$ cat src/rtl/pwm_deadtime_gen.sv
// pwm_deadtime_gen
//   Turns the single-ended PWM waveform into a complementary high-side /
//   low-side gate-drive pair. A programmable dead interval always separates
//   the two drives.
//
// Parameters
//   DT_W         width of dead_time and of the dead-time down-counter
//   SYNC_STAGES  flops in the pwm_in / fault synchronizers (2 or more)
//
// Ports
//   clk          system clock
//   rst          synchronous, active-high reset
//   en           1 = drive outputs, 0 = both outputs low
//   pwm_in       PWM waveform from the PWM core
//   dead_time    dead interval in clk cycles (0 behaves as 1)
//   out_hi       high-side drive (registered)
//   out_lo       low-side drive (registered)
//   busy_dead    1 while in a dead interval (registered)
//   fault        fault request, synchronized like pwm_in  (PWM_DT_FAULT_EN only)
//   fault_clr    fault clear request                      (PWM_DT_FAULT_EN only)
//   fault_active 1 while the fault latch holds            (PWM_DT_FAULT_EN only)
//
// Build option
//   `define PWM_DT_FAULT_EN to add the fault ports and the latched FAULT state.
//   Without it the block has no fault logic at all.

module pwm_deadtime_gen #(
  parameter int unsigned DT_W        = 8,
  parameter int unsigned SYNC_STAGES = 2
) (
  input  logic            clk,
  input  logic            rst,
  input  logic            en,
  input  logic            pwm_in,
  input  logic [DT_W-1:0] dead_time,
`ifdef PWM_DT_FAULT_EN
  input  logic            fault,
  input  logic            fault_clr,
  output logic            fault_active,
`endif
  output logic            out_hi,
  output logic            out_lo,
  output logic            busy_dead
);

  // State encoding
  localparam logic [2:0] ST_OFF    = 3'd0;
  localparam logic [2:0] ST_DEAD_R = 3'd1;  // dead interval before high side
  localparam logic [2:0] ST_HIGH   = 3'd2;
  localparam logic [2:0] ST_DEAD_F = 3'd3;  // dead interval before low side
  localparam logic [2:0] ST_LOW    = 3'd4;
`ifdef PWM_DT_FAULT_EN
  localparam logic [2:0] ST_FAULT  = 3'd5;
`endif

  logic [SYNC_STAGES-1:0] pwm_sync_q;
  logic                   pwm_s;

  logic [2:0]             state_q;
  logic [2:0]             state_d;
  logic [DT_W-1:0]        cnt_q;
  logic [DT_W-1:0]        cnt_d;
  logic [DT_W-1:0]        dt_load_c;
  logic                   dead_now_c;
  logic                   dead_next_c;

  // pwm_in synchronizer; the FSM only ever looks at the last stage
  always_ff @(posedge clk) begin
    if (rst) begin
      pwm_sync_q <= '0;
    end else begin
      pwm_sync_q <= {pwm_sync_q[SYNC_STAGES-2:0], pwm_in};
    end
  end

  assign pwm_s = pwm_sync_q[SYNC_STAGES-1];

`ifdef PWM_DT_FAULT_EN
  logic [SYNC_STAGES-1:0] fault_sync_q;
  logic                   fault_s;

  // fault synchronizer, same depth as the pwm_in path
  always_ff @(posedge clk) begin
    if (rst) begin
      fault_sync_q <= '0;
    end else begin
      fault_sync_q <= {fault_sync_q[SYNC_STAGES-2:0], fault};
    end
  end

  assign fault_s = fault_sync_q[SYNC_STAGES-1];
`endif

  // Counter reload value: D-1 where D = max(dead_time, 1)
  assign dt_load_c = (dead_time == '0) ? '0 : dead_time - DT_W'(1);

  assign dead_now_c  = (state_q == ST_DEAD_R) || (state_q == ST_DEAD_F);
  assign dead_next_c = (state_d == ST_DEAD_R) || (state_d == ST_DEAD_F);

  // Next-state logic. Priority: fault > en=0 > normal sequencing.
  always_comb begin
    state_d = state_q;
`ifdef PWM_DT_FAULT_EN
    if (fault_s) begin
      state_d = ST_FAULT;
    end else if (state_q == ST_FAULT) begin
      // latched until cleared while the synced fault is low
      if (fault_clr) begin
        state_d = ST_OFF;
      end
    end else
`endif
    if (!en) begin
      state_d = ST_OFF;
    end else begin
      case (state_q)
        ST_OFF:    state_d = pwm_s ? ST_DEAD_R : ST_DEAD_F;
        ST_LOW:    if (pwm_s) state_d = ST_DEAD_R;
        ST_HIGH:   if (!pwm_s) state_d = ST_DEAD_F;
        // An input reversal mid-interval returns to the side that the
        // reversed input asks for; that side is the one just released,
        // so no overlap is possible.
        ST_DEAD_R: begin
          if (!pwm_s) begin
            state_d = ST_LOW;
          end else if (cnt_q == '0) begin
            state_d = ST_HIGH;
          end
        end
        ST_DEAD_F: begin
          if (pwm_s) begin
            state_d = ST_HIGH;
          end else if (cnt_q == '0) begin
            state_d = ST_LOW;
          end
        end
        default:   state_d = ST_OFF;
      endcase
    end
  end

  // Dead-time counter: dead_time is captured only on entry to a dead state,
  // then counts down to zero and holds there.
  always_comb begin
    cnt_d = cnt_q;
    if (dead_next_c && (state_d != state_q)) begin
      cnt_d = dt_load_c;
    end else if (dead_now_c && (cnt_q != '0)) begin
      cnt_d = cnt_q - DT_W'(1);
    end
  end

  // State and counter registers
  always_ff @(posedge clk) begin
    if (rst) begin
      state_q <= ST_OFF;
      cnt_q   <= '0;
    end else begin
      state_q <= state_d;
      cnt_q   <= cnt_d;
    end
  end

  // Output registers, decoded from next state so they line up with state_q
  always_ff @(posedge clk) begin
    if (rst) begin
      out_hi    <= 1'b0;
      out_lo    <= 1'b0;
      busy_dead <= 1'b0;
    end else begin
      out_hi    <= (state_d == ST_HIGH);
      out_lo    <= (state_d == ST_LOW);
      busy_dead <= dead_next_c;
    end
  end

`ifdef PWM_DT_FAULT_EN
  // Fault indicator register
  always_ff @(posedge clk) begin
    if (rst) begin
      fault_active <= 1'b0;
    end else begin
      fault_active <= (state_d == ST_FAULT);
    end
  end
`endif

endmodule

$ cat config.mk
export PLATFORM = sky130hd
export DESIGN_NAME = pwm_deadtime_gen
export DESIGN_NICKNAME = d
export VERILOG_FILES = /design/src/rtl/pwm_deadtime_gen.sv
export SDC_FILE = /design/constraint.sdc
export NUM_CORES = 1
export LEC_CHECK = 0
export ABC_AREA = 1
export CORE_UTILIZATION = 35
export DETAILED_ROUTE_END_ITERATION = 6
export SLEW_MARGIN = 25
export SYNTH_ARGS = -nofsm -noshare
export SYNTH_HDL_FRONTEND = slang
export SYNTH_SLANG_ARGS = --single-unit
$ cat constraint.sdc
create_clock -name clk -period 4.1 [get_ports clk]
set_input_delay 0.82 -clock clk [delete_from_list [all_inputs] [get_ports clk]]
set_output_delay 0.82 -clock clk [all_outputs]
set_load 0.05 [all_outputs]
# Yosys cells after proc, flatten, opt, wreduce, memory -nomap -nowiden
# Index checks and enable logic that the tools add are counted.
[classes]
n_mux = 12
reduce_logical = 9
n_addsub = 2
n_eq_ne = 9
[op_table]
columns = ["cell", "n"]
rows = [
  ["2-to-1 mux 8 bit", 3],
  ["2-to-1 mux 3 bit", 7],
  ["zero test 8 bit", 2],
  ["subtractor 8 x 1 -> 8 bit, second input constant", 2],
  ["case mux 3 bit (5 select lines)", 1],
  ["== test 3 x 2 -> 1 bit, second input constant", 4],
  ["nonzero test 8 bit", 1],
  ["== test 3 x 1 -> 1 bit, second input constant", 2],
  ["== test 3 bit, second input constant", 2],
  ["zero test 3 bit", 1],
  ["inequality test 3 bit", 1],
  ["logical AND 1 bit", 2],
  ["logical OR 1 bit", 2],
  ["2-to-1 mux 2 bit", 1],
  ["nonzero test 2 bit", 1],
]
[word_totals]
out_inout_bits = 3
register_bits = 16
input_bits = 12
wordCells = 38

# Longest topological paths before layout
[depth]
depth_word = 9
depth_mapped = 12
depth_no_buf = 12

# Least setup slack after synthesis
# No wires, ideal clock.
[synth_timing]
path_kind = "in2reg"
from = "input port dead_time[0]"
to = "register cnt_q[4]"
n_path_buf = 0
cell_stages = 9
setup_ns = 0.112
arrival_time_ns = 1.755
required_time_ns = 3.988
setup_slack_ns = 2.233
cell_sequence = "inv_1 > ha_1 > nand2_1 > nor2_1 > nor2_1 > nand4_1 > nand2_1 > nor2_1 > nor2_1"
[synth_via]
elab_chain_cells = 3
word_cells_on_any_way = 4
classes_between = "add/sub (1); mux (2); reduce/logical (1)"
[synth_lines]
columns = ["item", "line", "text"]
rows = [
  ["start: declaration", "35", "input logic [DT_W-1:0] dead_time,"],
  ["subtractor 8 x 1 -> 8 bit / zero test 8 bit (equally long branches)", "95", "assign dt_load_c = (dead_time == '0) ? '0 : dead_time - DT_W'(1);"],
  ["2-to-1 mux 8 bit (*)", "95", ""],
  ["2-to-1 mux 8 bit (*)", "146", "if (dead_next_c && (state_d != state_q)) begin"],
  ["end signal: assignment", "160", "cnt_q <= cnt_d;"],
  ["end: declaration", "61", "logic [DT_W-1:0] cnt_q;"],
]
# Every way passes the cells marked *; elsewhere a longest branch is shown, timed or not.
# A chain may end at the register's enable or synchronous reset.

# Worst setup path after layout
[layout_timing]
from = "register out_lo"
to = "output port out_lo"
[layout_rtl]
columns = ["item", "line", "text"]
rows = [
  ["start: declaration", "42", "output logic out_lo,"],
  ["start signal: assignment", "172", "out_lo <= (state_d == ST_LOW);"],
]
# No word-level cell between the ends.

==> summary.md <==
For the final-report max-slew violation count, the log shows 0. The critical-path maximum fanout works out to 1. In the layout the commonest cells are 44 x sky130_fd_sc_hd__nand2_1, 29 x sky130_fd_sc_hd__nor2_1, 23 x sky130_fd_sc_hd__inv_1. The number of nets handed over by synthesis was 201.

The floorplan step defined a die boundary enclosing 3560 µm². The run gives 3280 ps as the worst path required time. For this run, design rule violations remaining after detail routing come to 0.

By startpoint and endpoint, the worst setup path is classified as reg -> out. Post-synthesis average cell area: 6.26 µm². Synthesis inferred 16 register bits. The final hold violation count was 0.

The run gives 290 ps as the clock latency on the worst-skew pair. For this block, the routed nets add up to 2520 µm of wire. After the flow finishes, the layout carries non-filler instances totaling 246.

The die is 59.7 µm wide. The placed instances occupy a cell area of 1340 µm². The count of nets after finishing is 218. The tool flagged a number of max-cap violations equal to 0. After filler insertion, the fill cell instance count of the layout stands at 355.

Placement row count: 20. The area share of the leading cell type in the synthesized netlist works out to 0.275. The total congestion overflow is 0. The worst setup path is launched from a register.

The effective utilization at floorplan is 0.375, and the ratio of cells with drive above 1 in the final layout is 0.104. The most common cell after layout, fill and taps aside was sky130_fd_sc_hd__nand2_1. The logs give 0 for the number of gates resized after CTS and 55 for the number of design-rule violations left by the first detailed-router iteration. Traced cell by cell, the critical path runs through clkdlybuf4s50_1. The logs give 0.171 for the aggregate global-route resource usage and 17 for the pin count of the biggest net entering global routing. The run finished with clean final reports. The wire length of the first global-routing pass is 4550 µm.

Summing all non-filler instances in the final layout gives an area of 1380 µm². The minimum period implied by the final worst setup slack is 2230 ps. The run gives 186 as the count of mapped cells out of synthesis.

The via count was 1160; the power density over the cells was 355 nW/µm². 0 antenna diodes ended up in the layout. The largest individual stage delay along the critical path comes from the cell sky130_fd_sc_hd__clkdlybuf4s50_1.

The yosys synthesis warning count was 0. The final count of negative-setup-slack endpoints is 0. The final weighted congestion in routability-driven placement came out at 0.854. The signed area change from the synthesized netlist to the final layout was 18.5%; the logic depth of the worst setup path including buffers was 1.

TritonCTS built the clock tree. The detail route stage leaves a number of antenna-violating nets equal to 0. The post-synthesis cell area is 1160 µm², and the post-detailed-placement half-perimeter wirelength is 2010 µm. The worst max-slew margin expressed relative to the limit is 0.665. STA classifies the critical path endpoint as an output port. For the count of cell types in the netlist, the log shows 26. For the number of H-tree branching levels, the log shows 1. Biggest area consumer among synthesized cells: sky130_fd_sc_hd__dfxtp_1. Routed length per instance: 10.2 µm. In the final layout, the multi-input gates occupy 716 µm². The post-route fraction of the period consumed by the critical path came out at 0.543. Buffers inserted during clock tree synthesis total 3. The post-CTS setup-driven buffer insertion count was 0; the hold buffer count at cts was 0. The data arrival at the endpoint of the critical path was 1410 ps. The highest achievable clock rate came out at 449 MHz. The slew at the pin with the worst max-slew slack is 501 ps. The cell type group with the largest total delay on the critical path is buffers and inverters. The tree built by TritonCTS fans out to 16 sinks. The run gives 0.275 as the share of synthesized area occupied by flip-flops and latches. The largest single stage delay on the critical path is 800 ps. The buffering stage count on the worst path with inverters included is 1. In the post-synthesis netlist, the biggest area contributors are sky130_fd_sc_hd__dfxtp_1 27%, sky130_fd_sc_hd__nand2_1 14%, sky130_fd_sc_hd__nor2_1 9.3%. Setup repair after global routing left no endpoint under its margin. Clock-pin slew was measured on the worst setup and hold paths at 100 ps. The worst-case vdd ir drop is 213 µV, and the ratio of routed vias to standard cells is 4.72.

Number of input and output port buffers inserted: 14. Clock tree synthesis selected as its root buffer the cell sky130_fd_sc_hd__clkbuf_4. The run gives 0.688 nW as the leakage power summed over all cells. No sink is reached through more buffers than the 2 on the longest clock path. From bottom edge to top edge, the die measures 59.7 µm.

Via count of the first global-routing pass: 1031. For the final database, setup skew stands at 5.18 ps. The worst hold path depth is 2. The first-pass iteration count of the detailed router is 4, and the number of cells on the worst reg-to-reg path is 12.

The core region is 3100 µm². Adding up every negative setup slack in the final design gives 0 ps. In this run the worst hold path is classified as reg -> reg. For this design the top-level I/O count stands at 15. The number of antenna violations at the first check in global routing is 0. In the final layout, flip-flops and latches occupy 320 µm². The instance count after placement with tap cells included is 242.
## metal layers
layer,GRT usage,part of all wire,vias to the layer above
met5,0,0,-
li1,-,-,622
met2,0.246,0.44,15
met3,0.0455,0.030,2
met1,0.247,0.52,521
met4,0.0498,0.0099,0
## cells by family after synthesis
| logic type | after synthesis | synth area share |
|---|---|---|
| and+or+nand+nor | 111 | 0.435 |
| xor gates and xnor gates | 8 | 0.0602 |
| buffers and inverters | 32 | 0.111 |
| AOI/OAI and AO/OA | 16 | 0.0870 |
| adders and majority gates | 3 | 0.0322 |
| DFF | 16 | 0.275 |
## cell type report
type / instances / area share
Timing Repair Buffer: 14 / 0.102
Clock buffer: 4 / 0.0263
Sequential cell: 16 / 0.232
Inverter: 30 / 0.0816
Tap cell: 44 / 0.0399
Multi-Input combinational cell: 138 / 0.519
## path summary, 6_finish.rpt
check | start | endpoint | slack, ps
worst max-delay path | out_lo | out_lo | 1870
worst min-delay path | pwm_sync_q[0] | pwm_sync_q[1] | 410
worst max register to register | cnt_q[0] | cnt_q[2] | 2370
worst min register to register | pwm_sync_q[0] | pwm_sync_q[1] | 410
## registers in the layout, summed over array words and instances (netlist names)
name	count
cnt_q	8
out_hi	1
out_lo	1
busy_dead	1
pwm_sync_q	2
state_q	3
## cell usage after synthesis (all sizes together)
cell / number
nand2: 49
a21oi: 5
o21ai: 8
a22oi: 1
dfxtp: 16
nor3: 3
nand3: 19
o31ai: 1
inv: 29
or2: 1
xnor2: 1
nand4: 9
clkinv: 1
nor2: 30
buf: 2
xor2: 7
o211a: 1
ha: 3
## report_power, final
part | switching [mW] | internal (mW) | total, mW
sequential | 0.0109 | 0.173 | 0.183
combinational | 0.123 | 0.0773 | 0.200
clock | 0.0518 | 0.0541 | 0.106
total | 0.185 | 0.304 | 0.489
## through the flow
| stage | total power, mW | hold WS (ps) | utilization | setup WS [ps] |
|---|---|---|---|---|
| finish | 0.489 | 409 | 0.445 | 1870 |
| global route | 0.536 | 446 | 0.445 | 1720 |
| floorplan | 0.343 | 388 | - | 2230 |
| detailed placement | 0.387 | 396 | 0.433 | 1590 |
| global placement | 0.384 | 389 | 0.433 | 1660 |
| CTS | 0.494 | 410 | 0.445 | 1860 |
Power figures use the tool's default switching activity.
